==> config.mk <==
export PLATFORM = sky130hd
export DESIGN_NAME = input_debouncer
export DESIGN_NICKNAME = d
export VERILOG_FILES = /design/src/rtl/input_debouncer.sv
export SDC_FILE = /design/constraint.sdc
export NUM_CORES = 1
export LEC_CHECK = 0
export BUFFER_PORTS_ARGS = -buffer_cell sky130_fd_sc_hd__buf_2
export CORE_AREA = 4 4 41 43
export DETAILED_ROUTE_END_ITERATION = 7
export DIE_AREA = 0 0 45 47
export SLEW_MARGIN = 20
export SYNTH_ARGS = -nofsm -noshare
export SYNTH_HDL_FRONTEND = slang
export SYNTH_SLANG_ARGS = --single-unit
export TNS_END_PERCENT = 20
==> constraint.sdc <==
create_clock -name clk -period 1.25 [get_ports clk]
set_clock_uncertainty 0.2 [all_clocks]
set_input_delay 0.1875 -clock clk [delete_from_list [all_inputs] [get_ports clk]]
set_output_delay 0.1875 -clock clk [all_outputs]
set_load 0.02 [all_outputs]
==> src/rtl/input_debouncer.sv <==
// rtl/input_debouncer.sv - two-flop synchronised, counter-verified switch debouncer with edge strobes
module input_debouncer #(
  parameter int   STABLE_CYCLES = 16,
  parameter int   CNT_W         = 5,
  parameter logic RESET_LEVEL   = 1'b0
) (
  input  logic clk,
  input  logic rst_n,
  input  logic din_async,
  input  logic enable,
  output logic dout,
  output logic rise_pulse,
  output logic fall_pulse,
  output logic busy
);

  typedef enum logic {
    IDLE   = 1'b0,
    VERIFY = 1'b1
  } state_t;

  // Count value reached on the last differing sample before a change commits.
  localparam logic [CNT_W-1:0] CNT_LAST = CNT_W'(STABLE_CYCLES - 1);
  localparam logic [CNT_W-1:0] CNT_ONE  = CNT_W'(1);

  logic             s1;
  logic             s2;
  logic             sample;
  state_t           state;
  state_t           state_next;
  logic [CNT_W-1:0] cnt;
  logic [CNT_W-1:0] cnt_next;
  logic             commit;
  logic             dout_next;
  logic             rise_next;
  logic             fall_next;
  logic             busy_next;

  assign sample = s2;

  // Two-flop synchroniser for the raw input; runs regardless of enable.
  always_ff @(posedge clk or negedge rst_n) begin
    if (!rst_n) begin
      s1 <= RESET_LEVEL;
      s2 <= RESET_LEVEL;
    end else begin
      s1 <= din_async;
      s2 <= s1;
    end
  end

  // State, counter and all outputs are registered together.
  always_ff @(posedge clk or negedge rst_n) begin
    if (!rst_n) begin
      state      <= IDLE;
      cnt        <= '0;
      dout       <= RESET_LEVEL;
      rise_pulse <= 1'b0;
      fall_pulse <= 1'b0;
      busy       <= 1'b0;
    end else begin
      state      <= state_next;
      cnt        <= cnt_next;
      dout       <= dout_next;
      rise_pulse <= rise_next;
      fall_pulse <= fall_next;
      busy       <= busy_next;
    end
  end

  // Next state: start verifying on a differing sample, abort on disable or glitch,
  // commit once the differing level has been seen STABLE_CYCLES times in a row.
  always_comb begin
    state_next = state;
    cnt_next   = '0;
    commit     = 1'b0;
    case (state)
      IDLE: begin
        if (enable && (sample != dout)) begin
          state_next = VERIFY;
          cnt_next   = CNT_ONE;
        end
      end
      VERIFY: begin
        if (!enable || (sample == dout)) begin
          state_next = IDLE;
        end else if (cnt == CNT_LAST) begin
          state_next = IDLE;
          commit     = 1'b1;
        end else begin
          cnt_next = cnt + CNT_ONE;
        end
      end
      default: begin
        state_next = IDLE;
      end
    endcase
  end

  // Output values to register: toggle level and fire the matching strobe on commit.
  always_comb begin
    dout_next = dout;
    rise_next = 1'b0;
    fall_next = 1'b0;
    busy_next = (state_next == VERIFY);
    if (commit) begin
      dout_next = ~dout;
      rise_next = ~dout;
      fall_next = dout;
    end
  end

endmodule
* Yosys cells after proc, flatten, opt, wreduce, memory -nomap -nowiden
Cells that the tools add are included.
** Storage, ports and cells
- Flip-flop bits (word level) :: 11
- Latch bits :: 0
- Memory bits (writable) :: 0
- Memory bits (read-only) :: 0
- Output and inout bits :: 4
- Word-level logic and storage cells :: 29
- Memories kept :: 0
** Cells by class
- $add $sub $neg :: 1
- Multipliers :: 0
- Divide/modulo/power cells :: 0
- Order comparisons :: 0
- Eq/ne operators :: 3
- Shift-type cells :: 0
- Muxes and demuxes :: 13
- Bitwise operators :: 2
- Reductions and logical operators :: 3
** Operators by type and width (count)
- $mux 5 :: 2
- $pmux 5 s2 :: 1
- $mux 1 :: 9
- $add 5x1->5 const B :: 1
- $eq 5x4->1 const B :: 1
- $not 1->1 :: 2
- $pmux 1 s2 :: 1
- $eq 1x1->1 :: 1
- $logic_and 1x1->1 :: 1
- $logic_not 1->1 :: 1
- $logic_or 1x1->1 :: 1
- $ne 1x1->1 :: 1

* Depth between registers and ports, before layout
- Depth in word-level cells :: 5
- Depth in mapped cells :: 4
- Mapped depth without buffers :: 4

* Least setup slack after synthesis
No wires, ideal clock.
- Path kind :: flip-flop to flip-flop
- From :: register dout
- To :: register fall_pulse
- Arrival time :: 1.008 ns
- Setup slack :: -0.078 ns
- Cell stages (with the launch flop) :: 4
- Period minus slack after synthesis :: 1.328 ns
- Path through :: dfrtp_1 -> xnor2_1 -> nor3_2 -> and2_2
** On the way
- Cells in the longest elaborated chain, start to end :: 5
** Ends and longest elaborated chain
- from (decl) :: RTL line 11 : output logic dout,
- from (signal assigned) :: RTL line 64 : dout <= dout_next;
- $eq 1x1->1 :: RTL line 85 : if (!enable || (sample == dout)) begin
- $logic_or 1x1->1 :: RTL line 85
- $mux 1 :: RTL line 85
- $mux 1 :: RTL line 77 : case (state)
- $mux 1 (*) :: RTL line 106 : if (commit) begin
- named net fall_next :: RTL line 36 : logic fall_next;
- to (signal assigned) :: RTL line 66 : fall_pulse <= fall_next;
- to (decl) :: RTL line 13 : output logic fall_pulse,
Mark *: on every way through the listed nets, which the timed path passes. The rest lies on a longest branch.
A chain may end at the register's enable or synchronous reset.

* Worst setup path in the final report
- From :: register cnt[1]
- To :: register dout
** On the way
- Cells in the longest elaborated chain, start to end :: 4
** Ends and longest elaborated chain
- from (decl) :: RTL line 31 : logic [CNT_W-1:0] cnt;
- from (signal assigned) :: RTL line 63 : cnt <= cnt_next;
- $eq 5x4->1 :: RTL line 87 : end else if (cnt == CNT_LAST) begin
- $mux 1 :: RTL line 87
- $mux 1 :: RTL line 85
- $mux 1 :: RTL line 77
No other way between the ends.

==> metrics <==
Final nets 62; initial antenna violation count 0; fmax 0.719 GHz; Util after Layout 0.502; Cells after DPL 62; final WL 915 um; pre-CTS setup slack -79.8 ps; PwrDens 989 nW/um^2; Worst Tran Pin Value 242 ps; drt wl/cell between 10 and 15 um; vias in the first global route 350; Final TNS setup -525 ps; WL met2 486 um; DIE AREA 2120 um^2; fin area ~650 um^2; Cells after Synth 35; Rel. slew slack 0.839; Yosys warning count 0; Pleak 0.313 nW; internal power 511 uW; Max Cap Viol 0; grt total ovfl 0; Fin. Hold Viols 0; share of cells above drive strength 1 0.482; DRT antenna net count 0; CTS buffer count 3; status complete, but fails checks; Rows 13; Die Y 47 um; Clk Latency, worst-skew pair ~260 ps; Min Hold Slack 27.7 ps; sequential share of power 0.573; Max clock buf depth 2; DIE WIDTH 45 um; minimum clock period 1390 ps; DR pass1 iterations 2; initial drt markers 1; synth-to-layout area growth 49.6%; fin worst setup slack -141 ps; # DRC 0; CP Launch Type flop; clk slew on worst S/H paths 60 ps; clock network fraction of total power 0.358; top-level I/O count 8; WL met1 361 um; post-DR vias/cell 4.68; IO Port Bufs 7; wire length on met3 about 67 um; Setup violations, final 8; Switch Pwr 135 uW; Hold Crit Class input port to flop; highest routed layer met3; Post-DP Area between 500 and 600 um^2; # diodes 0; Arrival @ worst endpoint 1370 ps; routed via count 332; Crit Path Max Fanout 3; gp weighted congestion 0.724; Initial Util 0.336; CP Capture Type flop; CTS sink count 11; Core ar. 1300 um^2; Post-Syn Area between 400 and 500 um^2; DP HPWL 573 um; Sw Ratio 0.210; clk root buf clkbuf_4; critical path class flop to flop; syn_area_per_cell 12.5 um^2; sequential cell area fraction in the yosys report 0.630; Fillers between 100 and 150; H-tree Lvls 1; Tcrit/Tclk final 1.11; Net Count, Synth 40; total track usage 0.0996; post-layout power 646 uW; Netlist cell types 15; VDD IR-drop max 0.000672 V; CTS tree yes; Worst EP required 1220 ps; largest net degree at the start of global routing 12; failing checks negative setup slack; first-pass GRT wire length ~1400 um; Post-Layout Cell Count ~70; RSZ-0062 raised after global routing true; Yosys reg bits 11; count of final max-slew check failures 0; Comb pwr share 0.070
per-layer routing:
| layer | track usage | vias to the layer above |
|---|---|---|
| met5 | 0 | - |
| met4 | 0.0351 | 0 |
| met3 | 0.0575 | 0 |
| li1 | - | 162 |
| met2 | 0.169 | 11 |
| met1 | 0.103 | 159 |
cells in the final DEF, fill, tap and decap left out, types with 3 or more instances in the layout:
master,instances
dfrtp_1,9
dlygate4sd3_1,3
clkbuf_4,3
buf_6,3
buf_2,5
nor2_1,3
buf_4,6
worst max-delay path: stages (launching register included):
cell and delay [ps]:
dfrtp_1 350, ha_2 200, nand4b_1 160, nor3_2 190
xor2_1 200
power groups by stage:
stage / combinational, mW / sequential, mW / clock (mW)
after global routing: 0.0506 / 0.371 / 0.262
after global placement: 0.0338 / 0.375 / 0
after floorplan: 0.0106 / 0.377 / 0
final: 0.0451 / 0.370 / 0.231
after detailed placement: 0.0339 / 0.375 / 0
after CTS: 0.0410 / 0.368 / 0.237
logic make-up (layout without fill, tap and decap cells):
logic type,Yosys count,count (layout),share of synthesized area
compound gates,2,2,0.0286
xor+xnor,5,5,0.100
fa+ha+maj,1,1,0.0286
buf+inv,0,21,0
flops,11,11,0.630
simple gates,16,16,0.212
path summary, 6_finish.rpt:
path	cells after the start	from	endpoint	slack [ps]
max	4	cnt[1]	dout	-140
min	3	enable	cnt[2]	30
max reg2reg	4	cnt[1]	dout	-140
min reg2reg	0	s1	s2	150
max in group asynchronous	2	rst_n	state	520
min in group asynchronous	2	rst_n	rise_pulse	110
sequential cells by signal, indices dropped and copies added (netlist names):
| register | flops |
|---|---|
| cnt | 5 |
| rise_pulse | 1 |
| state | 1 |
| dout | 1 |
| s1 | 1 |
| fall_pulse | 1 |
| s2 | 1 |
Yosys cell counts:
cell,count,share of area
o21a_1,1,0.017
a21oi_1,1,0.011
nor3_1,2,0.023
xor2_1,3,0.060
and2_2,1,0.017
nand3_1,3,0.034
and4b_1,1,0.023
ha_1,1,0.029
and3_1,2,0.029
nor3_2,1,0.023
dfrtp_1,11,0.63
nand2_1,2,0.017
xnor2_1,2,0.040
nor2_1,3,0.026
nand4b_1,1,0.020
cell type report:
type                            instances  area [um^2]  share of cell area
Sequential cell                        11          278               0.425
Multi-Input combinational cell         24          196               0.301
Timing Repair Buffer                   17          134               0.205
Clock buffer                            4         26.3              0.0402
Tap cell                               15         18.8              0.0287
what timing repair did:
action                                 in CTS  in global routing
hold buffers                                3                  0
buffers inserted                            1                  1
setup endpoints to repair                   6                 11
endpoints found under the hold margin      14                  0
resized for setup                           3                  7
pin swaps                                   0                  2
(Power assumes the default switching activity.)
